## src/rtl/aia_src_gateway.sv

```systemverilog
// Per-source APLIC interrupt gateway: source-mode rectification, edge/level detection and pending bits.
// Define AIA_SRC_GATEWAY_SYNC_EN to place a SYNC_STAGES-deep synchronizer in front of every source.
module aia_src_gateway #(
   parameter int unsigned NR_SRC      = 32,
   parameter int unsigned SYNC_STAGES = 2
) (
   input  logic                  clk_i,
   input  logic                  rst_i,
   input  logic [NR_SRC-1:0]     src_i,
   input  logic [3*NR_SRC-1:0]   mode_i,
   input  logic [NR_SRC-1:0]     setip_i,
   input  logic [NR_SRC-1:0]     clrip_i,
   input  logic [NR_SRC-1:0]     claim_i,
   output logic [NR_SRC-1:0]     pend_o,
   output logic [NR_SRC-1:0]     rect_o
);

   localparam logic [2:0] SM_INACTIVE = 3'd0;
   localparam logic [2:0] SM_DETACHED = 3'd1;
   localparam logic [2:0] SM_EDGE1    = 3'd4;
   localparam logic [2:0] SM_EDGE0    = 3'd5;
   localparam logic [2:0] SM_LEVEL1   = 3'd6;
   localparam logic [2:0] SM_LEVEL0   = 3'd7;

   if (NR_SRC < 1 || NR_SRC > 1023 || SYNC_STAGES < 2) begin : g_param_check
      $error("aia_src_gateway: NR_SRC must be 1..1023 and SYNC_STAGES at least 2");
   end

   genvar gi;
   generate
      for (gi = 0; gi < NR_SRC; gi++) begin : g_src
         logic       s;
         logic [2:0] mode;
         logic [2:0] mode_reg;
         logic       prev_reg;
         logic       pend_reg;
         logic       rect_reg;
         logic       r;
         logic       pend_next;
         logic       clr;

`ifdef AIA_SRC_GATEWAY_SYNC_EN
         logic [SYNC_STAGES-1:0] sync_reg;

         always_ff @(posedge clk_i) begin
            if (rst_i) begin
               sync_reg <= '0;
            end else begin
               sync_reg <= {sync_reg[SYNC_STAGES-2:0], src_i[gi]};
            end
         end

         assign s = sync_reg[SYNC_STAGES-1];
`else
         assign s = src_i[gi];
`endif

         assign mode = mode_i[3*gi +: 3];
         assign clr  = clrip_i[gi] | claim_i[gi];

         always_comb begin
            r = 1'b0;
            case (mode)
               SM_EDGE1, SM_LEVEL1: r = s;
               SM_EDGE0, SM_LEVEL0: r = ~s;
               default:             r = 1'b0;
            endcase
         end

         // A mode change drops pending and re-baselines prev_reg under the new mode,
         // so switching into an edge mode while the wire is active never fakes an edge.
         always_comb begin
            pend_next = pend_reg;
            if (mode != mode_reg) begin
               pend_next = 1'b0;
            end else begin
               case (mode)
                  SM_DETACHED: begin
                     if (setip_i[gi])  pend_next = 1'b1;
                     else if (clr)     pend_next = 1'b0;
                  end
                  SM_EDGE1, SM_EDGE0: begin
                     if ((r & ~prev_reg) | setip_i[gi]) pend_next = 1'b1;
                     else if (clr)                      pend_next = 1'b0;
                  end
                  SM_LEVEL1, SM_LEVEL0: begin
                     if (r)            pend_next = 1'b1;
                     else if (clr)     pend_next = 1'b0;
                  end
                  default:             pend_next = 1'b0;
               endcase
            end
         end

         always_ff @(posedge clk_i) begin
            if (rst_i) begin
               mode_reg <= SM_INACTIVE;
               prev_reg <= 1'b0;
               pend_reg <= 1'b0;
               rect_reg <= 1'b0;
            end else begin
               mode_reg <= mode;
               prev_reg <= r;
               pend_reg <= pend_next;
               rect_reg <= r;
            end
         end

         assign pend_o[gi] = pend_reg;
         assign rect_o[gi] = rect_reg;
      end
   endgenerate

endmodule

```

## config.mk

```make
export PLATFORM = sky130hd
export DESIGN_NAME = aia_src_gateway
export DESIGN_NICKNAME = d
export VERILOG_FILES = /design/src/rtl/aia_src_gateway.sv
export SDC_FILE = /design/constraint.sdc
export NUM_CORES = 1
export LEC_CHECK = 0
export BUFFER_PORTS_ARGS = -buffer_cell sky130_fd_sc_hd__buf_2
export CORE_MARGIN = 1
export CORE_UTILIZATION = 49
export DETAILED_ROUTE_END_ITERATION = 10
export HOLD_SLACK_MARGIN = 0.12
export PLACE_DENSITY = 0.91
export SYNTH_ARGS = -nofsm -noshare
export SYNTH_HDL_FRONTEND = slang
export SYNTH_SLANG_ARGS = --single-unit
```

## constraint.sdc

```tcl
create_clock -name clk_i -period 1.1 [get_ports clk_i]
set_input_delay 0.055 -clock clk_i [delete_from_list [all_inputs] [get_ports clk_i]]
set_output_delay 0.055 -clock clk_i [all_outputs]
set_load 0.02 [all_outputs]
```

==> results of run 1 <==
==> stage by stage <==
stage,instances,instance area [sq um]
3_5_place_dp,1183,8350
3_3_place_gp,1183,8350
2_1_floorplan,781,7120
==> cell families after synthesis <==
family | count (synthesis) | synth area share, %
and+or+nand+nor | 253 | 17.8
DFF | 160 | 45.0
AOI/OAI and AO/OA | 134 | 12.5
xor gates and xnor gates | 125 | 15.4
buffers and inverters | 109 | 9.28
==> results by group, run 1 <==
Logic synthesis
  • Yosys top cell area share: 45.0%
  • Commonest cells in the netlist: dfxtp_1, xnor2_1, nor2b_1
  • Yosys top cell by area: dfxtp_1
  • Primary FF master, synth: dfxtp_1
  • Post-synth EDFFs: 0
  • Cell with the most instances after synthesis: dfxtp_1
  • Synthesized area per cell: 9.12 sq um
  • Library cells used by synthesis: 20
  • Number of synthesized register bits: 160
  • Synth top area cells: dfxtp_1, xnor2_1, nor2b_1, buf_4, a21oi_1
  • Register area share after synthesis: 45.0%
  • Syn_nets: 1007
  • Mapped Cells: 781
  • Post-synthesis async set-or-reset flop share: 0%
  • Post-Synthesis Cell Area: 0.00712 sq mm
  • Synth warn: 0

Clock tree
  • CTS Hold Bufs: 244
  • Htree depth: 4
  • Root buf cell: clkbuf_16
  • CTS max path bufs: 2
  • Clk sink count: 160
  • Post-CTS setup buffers: 0
  • Post-CTS Resized: 2
  • Total CTS buffers: 17

Placed design
  • I/O Buffers: 289
  • Gpl congestion: 0.803
  • Dpl ws: -0.0158 ns
  • Hpwl dp: 12.5 mm

Outcome
  • Last stage reached: 4_1_cts
  • Status: did not finish
  • Err: [ERROR RSZ-0060] Max buffer count reached.

Floorplanning
  • Std cell rows: 43
  • # IOs: 290
  • Initial Util: 50.7%
  • Chip Height: 123 um
  • Die width: 123 um
==> run 2, diff against run 1 <==
--- a/config.mk
+++ b/config.mk
@@ -7,10 +7,9 @@
 export LEC_CHECK = 0
 export BUFFER_PORTS_ARGS = -buffer_cell sky130_fd_sc_hd__buf_2
 export CORE_MARGIN = 1
-export CORE_UTILIZATION = 49
+export CORE_UTILIZATION = 40
 export DETAILED_ROUTE_END_ITERATION = 10
-export HOLD_SLACK_MARGIN = 0.12
-export PLACE_DENSITY = 0.91
+export PLACE_DENSITY_LB_ADDON = 0.15
 export SYNTH_ARGS = -nofsm -noshare
 export SYNTH_HDL_FRONTEND = slang
 export SYNTH_SLANG_ARGS = --single-unit
==> results by group, run 2 <==
Setup path
  • Crit path max fanout: 1
  • CP Cell Sequence: xor2_1 > a2111oi_2 > o21ai_1 > a21oi_1
  • Bufs and invs on worst path: 0
  • Worst Path Required: 1.44 ns
  • Crit path kind: flop to flop
  • Setup crit end kind: flop
  • CP startpoint kind: flop
  • CP max stage cell: dfxtp_1
  • CP max stage delay: 0.31 ns
  • Top delay family on crit path: compound AO/OA/AOI/OAI gates
  • Arrival time worst endpoint: 1.42 ns

Placed design
  • Placed Cells: 1243
  • Dpl ws: -0.0768 ns
  • Gpl congestion: 0.760
  • I/O Buffers: 289
  • Hpwl dp: 12.3 mm
  • Dpl cell area: 0.00850 sq mm

Power
  • Internal: 10.5 mW
  • Logic pwr share: 17.6%
  • Power Total: 14.0 mW
  • Sequential share of power: 44.4%
  • Worst VDD drop: 1.23 mV
  • Power Density: 1280 mW/mm^2
  • Leak: 4.88 nW
  • Switching share of power: 24.5%
  • NetSw: 3.42 mW
  • Clock network fraction of total power: 37.9%

Timing
  • Final Worst Setup Slack: 0.0243 ns
  • Slew HR: 79.9%
  • Max-slew violations: 0
  • Final setup violation count: 0
  • Worst hold margin: 0.00912 ns
  • Clk_skew: 0.00719 ns
  • Crit path time final: 1.08 ns
  • Final worst path period share: 97.8%
  • Max Fclk: 930 MHz
  • Unrepaired setup endpoints after global routing: true
  • Worst Tran Pin Value: 0.302 ns
  • Setup TNS: 0 ns
  • Hold Fails Final Rpt: 0

Global routing
  • Largest net degree at the start of global routing: 23
  • Initial antenna violation count: 0
  • Global-route wire length before repair: 29.3 mm
  • Gr ovfl total: 0
  • Total GRT Usage: 20.1%
  • Vias in the first global route: 6711

Clock tree
  • Clk sink count: 160
  • CTS tree: built
  • CTS max path bufs: 2
  • Total CTS buffers: 17
  • Post-CTS setup buffers: 0
  • Root buf cell: clkbuf_16
  • Latest clock arrival within the worst-skew pair: 0.41 ns
  • Htree depth: 4
  • CTS clk-pin slew, worst paths: 0.06 ns

Layout
  • Most common cell after layout, fill and taps aside: buf_2
  • Final Cell Area: 0.0109 sq mm
  • Layout cell share with drive strength beyond 1: 27.7%
  • Non-Filler Instances: 1458
  • Most frequent cells in the layout: buf_2, dlygate4sd3_1, dfxtp_1
  • Post-layout util: 62.7%
  • Max FFs per register: 96
  • Antenna fix cells: 0
  • Nets@finish: 1448
  • Syn-to-layout area delta: 53.0%

Floorplanning
  • Chip Height: 135 um
  • Core box area: 0.0174 sq mm
  • # IOs: 290
  • Initial Util: 41.0%
  • Die area: 0.0183 sq mm
  • Die width: 135 um
  • Std cell rows: 48

Logic synthesis
  • Post-Synthesis Cell Area: 0.00712 sq mm
  • Primary FF master, synth: dfxtp_1
  • Synth warn: 0
  • Synth top area cells: dfxtp_1, xnor2_1, nor2b_1, buf_4, a21oi_1
  • Register area share after synthesis: 45.0%
  • Mapped Cells: 781
  • Cell with the most instances after synthesis: dfxtp_1
  • Yosys top cell by area: dfxtp_1
  • Yosys top cell area share: 45.0%
  • Synthesized area per cell: 9.12 sq um
  • Library cells used by synthesis: 20
  • Post-synth EDFFs: 0
  • Syn_nets: 1007
  • Post-synthesis async set-or-reset flop share: 0%
  • Commonest cells in the netlist: dfxtp_1, xnor2_1, nor2b_1
  • Number of synthesized register bits: 160

Job
  • Max-cap violations: 0

Route
  • Routed Antenna Nets: 0
  • Pre-Repair DR Iteration Count: 4
  • Drt drc: 0
  • Total number of vias: 6574
  • Vias per cell: 4.51
  • Drt wl/cell: 12.6 um
  • Iter 0 DRT Violations: 151
  • Drt total wl: 18.3 mm

Outcome
  • Status: completed

Hold path
  • Worst Hold Class: primary input to flop
-- run 2: power by group through the flow --
stage               logic [mW]  clock network, mW  registers, mW
CTS                       2.45               5.47           6.20
global placement          1.92                  0           6.32
detailed placement        1.92                  0           6.33
global route              2.71               5.73           6.23
floorplan                 1.19                  0           6.30
finish                    2.46               5.30           6.20
-- run 2: metal layers --
layer / wire (um) / track usage (%) / up-vias
li1: - / - / 3375
met1: 7700 / 21.8 / 2969
met2: 9190 / 36.6 / 196
met3: 1040 / 5.84 / 34
met4: 385 / 7.43 / 0
met5: 0 / 0 / -
-- run 2: final cells by class --
cell class | instances | area, sq um
Tap cell | 225 | 282
Multi-Input combinational cell | 512 | 3260
Clock inverter | 12 | 97.6
Clock buffer | 18 | 429
Timing Repair Buffer | 496 | 3490
Sequential cell | 160 | 3200
Fill cell | 1423 | 6470
Inverter | 35 | 131
-- run 2: timing repair --
action                     CTS  global route
hold buffers               186             0
resized for setup            2             4
hold endpoints to repair   155             0
setup endpoints to repair    2             3
pin swaps                    1             2
-- run 2: kinds of logic (layout without fill, tap and decap cells) --
group	Yosys count	count (layout)	synth area share [%]
AOI/OAI and AO/OA	134	134	12.5
xor gates and xnor gates	125	125	15.4
buffers and inverters	109	561	9.28
DFF	160	160	45.0
and+or+nand+nor	253	253	17.8
-- run 2: worst register-to-register path: cells and delay by family, from the launching register on --
| kind | cells | cell delay (ns) |
|---|---|---|
| AOI/OAI and AO/OA | 3 | 0.55 |
| DFF | 1 | 0.31 |
| xor gates and xnor gates | 1 | 0.14 |
-- run 2: worst paths after layout --
path / from / to / slack, ns / depth (start not counted)
max reg2reg: g_src[12].mode_reg[0]$_SDFF_PP0_ / g_src[12].pend_reg$_SDFF_PP0_ / 0.02 / 4
min reg2reg: g_src[5].pend_reg$_SDFF_PP0_ / g_src[5].pend_reg$_SDFF_PP0_ / 0.46 / 2
min: rst_i / g_src[16].mode_reg[1]$_SDFF_PP0_ / 0.009 / 2
max: g_src[12].mode_reg[0]$_SDFF_PP0_ / g_src[12].pend_reg$_SDFF_PP0_ / 0.02 / 4
Power figures use the tool's default switching activity.
==> run 3, diff against run 2 <==
--- a/config.mk
+++ b/config.mk
@@ -6,8 +6,9 @@
 export NUM_CORES = 1
 export LEC_CHECK = 0
 export BUFFER_PORTS_ARGS = -buffer_cell sky130_fd_sc_hd__buf_2
+export CORE_ASPECT_RATIO = 0.75
 export CORE_MARGIN = 1
-export CORE_UTILIZATION = 40
+export CORE_UTILIZATION = 49
 export DETAILED_ROUTE_END_ITERATION = 10
 export PLACE_DENSITY_LB_ADDON = 0.15
 export SYNTH_ARGS = -nofsm -noshare
==> results by group, run 3 (synthesis results as in run 2) <==
Hold path
  • Hold depth: 4
  • Worst Hold Class: primary input to flop
  • Hold_sp: clrip_i[26]
  • WHS Endpoint: g_src[26].pend_reg$_SDFF_PP0_

Clock tree
  • CTS clk-pin slew, worst paths: 0.06 ns
  • CTS tree: built
  • Latest clock arrival within the worst-skew pair: 0.42 ns
  • CTS max path bufs: 2
  • Clk sink count: 160
  • Root buf cell: clkbuf_16
  • Total CTS buffers: 17
  • Post-CTS setup buffers: 0
  • Htree depth: 4

Floorplanning
  • Die area: 0.0150 sq mm
  • # IOs: 290
  • Core box area: 0.0139 sq mm
  • Initial Util: 51.1%
  • Chip Height: 106 um
  • Std cell rows: 37
  • Die width: 141 um

Route
  • Total number of vias: 6823
  • Vias per cell: 4.79
  • Drt wl/cell: 14.8 um
  • Routed Antenna Nets: 0
  • Drt drc: 0
  • Iter 0 DRT Violations: 312
  • Drt total wl: 21.0 mm
  • Pre-Repair DR Iteration Count: 5

Timing
  • Worst Tran Pin Value: 0.304 ns
  • Crit path time final: 1.05 ns
  • Final setup violation count: 0
  • Clk_skew: 0.00519 ns
  • Max-slew violations: 0
  • Max Fclk: 949 MHz
  • Final worst path period share: 95.8%
  • Unrepaired setup endpoints after global routing: true
  • Slew HR: 79.6%
  • Hold Fails Final Rpt: 0

Power
  • Sequential share of power: 40.0%
  • Internal: 11.9 mW
  • NetSw: 3.65 mW
  • Switching share of power: 23.5%
  • Power Total: 15.5 mW
  • Worst VDD drop: 1.29 mV
  • Power Density: 1410 mW/mm^2
  • Logic pwr share: 16.3%
  • Clock network fraction of total power: 43.7%
  • Leak: 4.91 nW

Global routing
  • Vias in the first global route: 7180
  • Total GRT Usage: 28.5%
  • Largest net degree at the start of global routing: 35
  • Initial antenna violation count: 0
  • Gr ovfl total: 0
  • Global-route wire length before repair: 33.5 mm

Layout
  • Most frequent cells in the layout: buf_2, dlygate4sd3_1, dfxtp_1
  • Most common cell after layout, fill and taps aside: buf_2
  • Max FFs per register: 96
  • Layout cell share with drive strength beyond 1: 26.6%
  • Non-Filler Instances: 1423
  • Antenna fix cells: 0
  • Nets@finish: 1441
  • Syn-to-layout area delta: 54.9%

Placed design
  • I/O Buffers: 289
  • Placed Cells: 1196
  • Hpwl dp: 11.7 mm
  • Gpl congestion: 0.807

Setup path
  • Worst R2R End: g_src[27].pend_reg$_SDFF_PP0_
  • Crit path kind: primary input to flop
  • CP max stage delay: 0.53 ns
  • FF-to-FF Start: g_src[27].mode_reg[0]$_SDFF_PP0_
  • Arrival time worst endpoint: 1.35 ns
  • Bufs and invs on worst path: 2
  • CP startpoint kind: primary input
  • Worst Path Required: 1.39 ns
  • Setup crit end kind: flop
  • Reg2reg path depth: 4
  • Worst Setup SP: mode_i[90]
  • Crit path max fanout: 3
  • CP Cell Sequence: dlygate4sd3_1 > buf_2 > nor2b_1 > and2_1 > o2111ai_1 > a21oi_1
  • R2R setup slack: 0.08 ns
  • CP max stage cell: dlygate4sd3_1
  • Top delay family on crit path: buffers and inverters

Outcome
  • Status: completed

Job
  • Max-cap violations: 0
-- run 3: changes by cell type in the layout (fill, tap and decap cells not counted), moves of 2 or more --
cell / before / now
clkinv_2: 7 / 2
buf_4: 22 / 3
bufinv_16: 1 / 6
buf_12: 1 / 3
clkbuf_8: 0 / 2
inv_6: 0 / 2
dlygate4sd3_1: 185 / 198
buf_2: 287 / 285
-- run 3: area by class of cell --
class	instances	area, sq um
Timing Repair Buffer	489	3490
Multi-Input combinational cell	512	3270
Sequential cell	160	3200
Fill cell	820	2910
Clock buffer	19	453
Tap cell	195	244
Clock inverter	13	231
Inverter	35	131
-- run 3: tightest hold or removal path, delay by kind of cell --
| kind | cells | cell delay (ns) |
|---|---|---|
| AOI/OAI and AO/OA | 2 | 0.22 |
| buffers and inverters | 1 | 0.07 |
| and+or+nand+nor | 1 | 0.03 |
-- run 3: what timing repair did --
item                       in CTS  in global routing
gates resized for setup         1                  6
hold endpoints to repair      158                  0
pin swaps                       0                  3
hold buffers                  198                  0
setup endpoints to repair       1                  3
-- run 3: through the flow --
step | instance area, sq um | util (%) | TNS (ns) | hold slack, ns | worst slack, ns
2_1_floorplan | 7120 | - | 0 | 0.134 | 0.0786
5_1_grt | 11000 | 79.2 | -0.0907 | 0.0279 | -0.0449
4_1_cts | 11000 | 79.1 | 0 | 0.000184 | 0.00403
3_5_place_dp | 8360 | 60.0 | 0 | 0.321 | 0.0000476
6_report | 11000 | 79.2 | 0 | 0.00909 | 0.0463
3_3_place_gp | 8360 | 60.0 | -0.0109 | 0.326 | -0.0109
-- run 3: how the worst max path moves through the flow --
stage          cells past startpoint                             to  slack, ns
2_1_floorplan                      4  g_src[27].pend_reg$_SDFF_PP0_       0.08
3_3_place_gp                       4  g_src[27].pend_reg$_SDFF_PP0_      -0.01
3_5_place_dp                       4   g_src[5].pend_reg$_SDFF_PP0_    0.00005
4_1_cts                            4  g_src[27].pend_reg$_SDFF_PP0_      0.004
5_1_grt                            4  g_src[27].pend_reg$_SDFF_PP0_      -0.04
6_report                           6  g_src[30].pend_reg$_SDFF_PP0_       0.05
-- run 3: power by group through the flow --
stage                     registers (mW)  clock network [mW]  logic, mW
after floorplan                     6.30                   0       1.19
after global placement              6.32                   0       1.85
after detailed placement            6.32                   0       1.87
after CTS                           6.20                6.86       2.43
after global routing                6.23                7.17       2.75
final                               6.21                6.78       2.54
-- run 3: routing by layer --
metal / vias up / share of wire (%) / track usage (%)
met5: - / 0 / 0
met4: 0 / 4.2 / 16.1
met3: 75 / 6.7 / 7.12
met2: 292 / 49 / 50.8
met1: 3088 / 40 / 30.8
li1: 3368 / - / -
==> run 4, diff against run 3 <==
--- a/config.mk
+++ b/config.mk
@@ -7,8 +7,8 @@
 export LEC_CHECK = 0
 export BUFFER_PORTS_ARGS = -buffer_cell sky130_fd_sc_hd__buf_2
 export CORE_ASPECT_RATIO = 0.75
-export CORE_MARGIN = 1
-export CORE_UTILIZATION = 49
+export CORE_MARGIN = 4
+export CORE_UTILIZATION = 30
 export DETAILED_ROUTE_END_ITERATION = 10
 export PLACE_DENSITY_LB_ADDON = 0.15
 export SYNTH_ARGS = -nofsm -noshare
==> results by group, run 4 (synthesis results as in run 2) <==
Outcome
  • Status: completed

Floorplanning
  • Core box area: 0.0232 sq mm
  • Std cell rows: 48
  • # IOs: 290
  • Initial Util: 30.7%
  • Chip Height: 141 um
  • Die width: 186 um
  • Die area: 0.0263 sq mm

Global routing
  • Vias in the first global route: 6883
  • Largest net degree at the start of global routing: 21
  • Initial antenna violation count: 1
  • Total GRT Usage: 14.8%
  • Gr ovfl total: 0
  • Global-route wire length before repair: 31.9 mm

Timing
  • Crit path time final: 1.05 ns
  • Final worst path period share: 95.2%
  • Worst Tran Pin Value: 0.269 ns
  • Unrepaired setup endpoints after global routing: true
  • Max-slew violations: 0
  • Final setup violation count: 0
  • Clk_skew: 0.0100 ns
  • Slew HR: 82.0%
  • Worst hold margin: 0.0124 ns
  • Final Worst Setup Slack: 0.0528 ns
  • Max Fclk: 955 MHz
  • Hold Fails Final Rpt: 0

Placed design
  • Placed Cells: 1312
  • Gpl congestion: 0.762
  • Dpl cell area: 0.00858 sq mm
  • Dpl ws: -0.0563 ns
  • I/O Buffers: 289
  • Hpwl dp: 13.6 mm

Clock tree
  • Htree depth: 4
  • CTS clk-pin slew, worst paths: 0.07 ns
  • Clk sink count: 160
  • Root buf cell: clkbuf_16
  • Total CTS buffers: 17
  • CTS max path bufs: 2
  • CTS tree: built
  • Post-CTS setup buffers: 0
  • Latest clock arrival within the worst-skew pair: 0.42 ns

Layout
  • Max FFs per register: 96
  • Non-Filler Instances: 1547
  • Most frequent cells in the layout: buf_2, dlygate4sd3_1, dfxtp_1
  • Nets@finish: 1459
  • Most common cell after layout, fill and taps aside: buf_2
  • Multi-input combinational cell area: 0.00327 sq mm
  • Final Cell Area: 0.0112 sq mm
  • Layout cell share with drive strength beyond 1: 27.4%
  • Syn-to-layout area delta: 57.3%
  • Seq. cell area: 0.00321 sq mm
  • Fill count: 2176

Route
  • Vias per cell: 4.18
  • Pre-Repair DR Iteration Count: 4
  • Drt wl/cell: 12.6 um
  • Drt drc: 0
  • Total number of vias: 6470
  • Drt total wl: 19.5 mm
  • Routed Antenna Nets: 0
  • Iter 0 DRT Violations: 160

Power
  • Leak: 4.95 nW
  • Worst VDD drop: 0.893 mV
  • Power Density: 1270 mW/mm^2

Setup path
  • CP startpoint kind: flop
  • Crit path max fanout: 1
  • CP Cell Sequence: xor2_1 > a2111oi_2 > o21ai_1 > a21oi_1
  • Crit path kind: flop to flop
  • Setup crit end kind: flop
  • CP max stage delay: 0.31 ns
  • Top delay family on crit path: compound AO/OA/AOI/OAI gates
  • Bufs and invs on worst path: 0
  • Arrival time worst endpoint: 1.39 ns
  • Worst Path Required: 1.44 ns
  • CP max stage cell: dfxtp_1

Hold path
  • Worst Hold Class: primary input to flop

Job
  • Max-cap violations: 0
==> run 4: cell types whose count changed in the layout (fill, tap and decap cells not counted), sizes merged, moves of 3 or more <==
cell	before	now
dlygate4sd3	198	204
clkinv	3	6
bufinv	6	0
buf	291	302
inv	37	42
==> run 4: per-layer routing <==
| layer | track usage, % | up-vias | routed length [um] |
|---|---|---|---|
| met4 | 5.44 | 0 | 370 |
| met5 | 0 | - | 0 |
| met1 | 18.3 | 2854 | 8870 |
| met2 | 25.1 | 177 | 9200 |
| met3 | 3.59 | 29 | 1040 |
| li1 | - | 3410 | - |
==> run 4: area by class of cell <==
class	count	share of cell area, %
well taps	300	3.35
inverters	35	1.17
repair buffers	507	32.7
clock buffers	18	3.83
clock inverters	14	1.13
multi-input cells	512	29.2
flip-flops and latches	160	28.6
diodes	1	0.0223
==> run 4: worst paths after layout <==
check                             startpoint                              end  slack, ns  cells past startpoint
max          g_src[5].mode_reg[0]$_SDFF_PP0_     g_src[5].pend_reg$_SDFF_PP0_       0.05                      4
min                                    rst_i  g_src[4].mode_reg[0]$_SDFF_PP0_       0.01                      2
max reg2reg  g_src[5].mode_reg[0]$_SDFF_PP0_     g_src[5].pend_reg$_SDFF_PP0_       0.05                      4
min reg2reg     g_src[5].pend_reg$_SDFF_PP0_     g_src[5].pend_reg$_SDFF_PP0_       0.46                      2
==> run 4: metrics by stage <==
step                utilization (%)  setup TNS, ns  power [mW]
floorplan                         -              0        7.49
global placement               37.0        -0.0379        8.26
detailed placement             37.0         -0.170        8.25
CTS                            48.3              0        14.5
global route                   48.3         -0.144        15.1
finish                         48.3              0        14.3
==> run 4: power by group <==
group / total [mW] / switching, mW / internal [mW] / leakage, nW
Combinational: 2.50 / 1.05 / 1.45 / 3.36
Clock: 5.58 / 2.61 / 2.98 / 0.273
Sequential: 6.20 / 0.122 / 6.07 / 1.32
==> run 4: timing repair <==
action / CTS / global route
pin swaps: 1 / 2
hold buffers: 205 / 0
setup endpoints to repair: 3 / 5
gates resized for setup: 5 / 6
endpoints found under the hold margin: 152 / 0
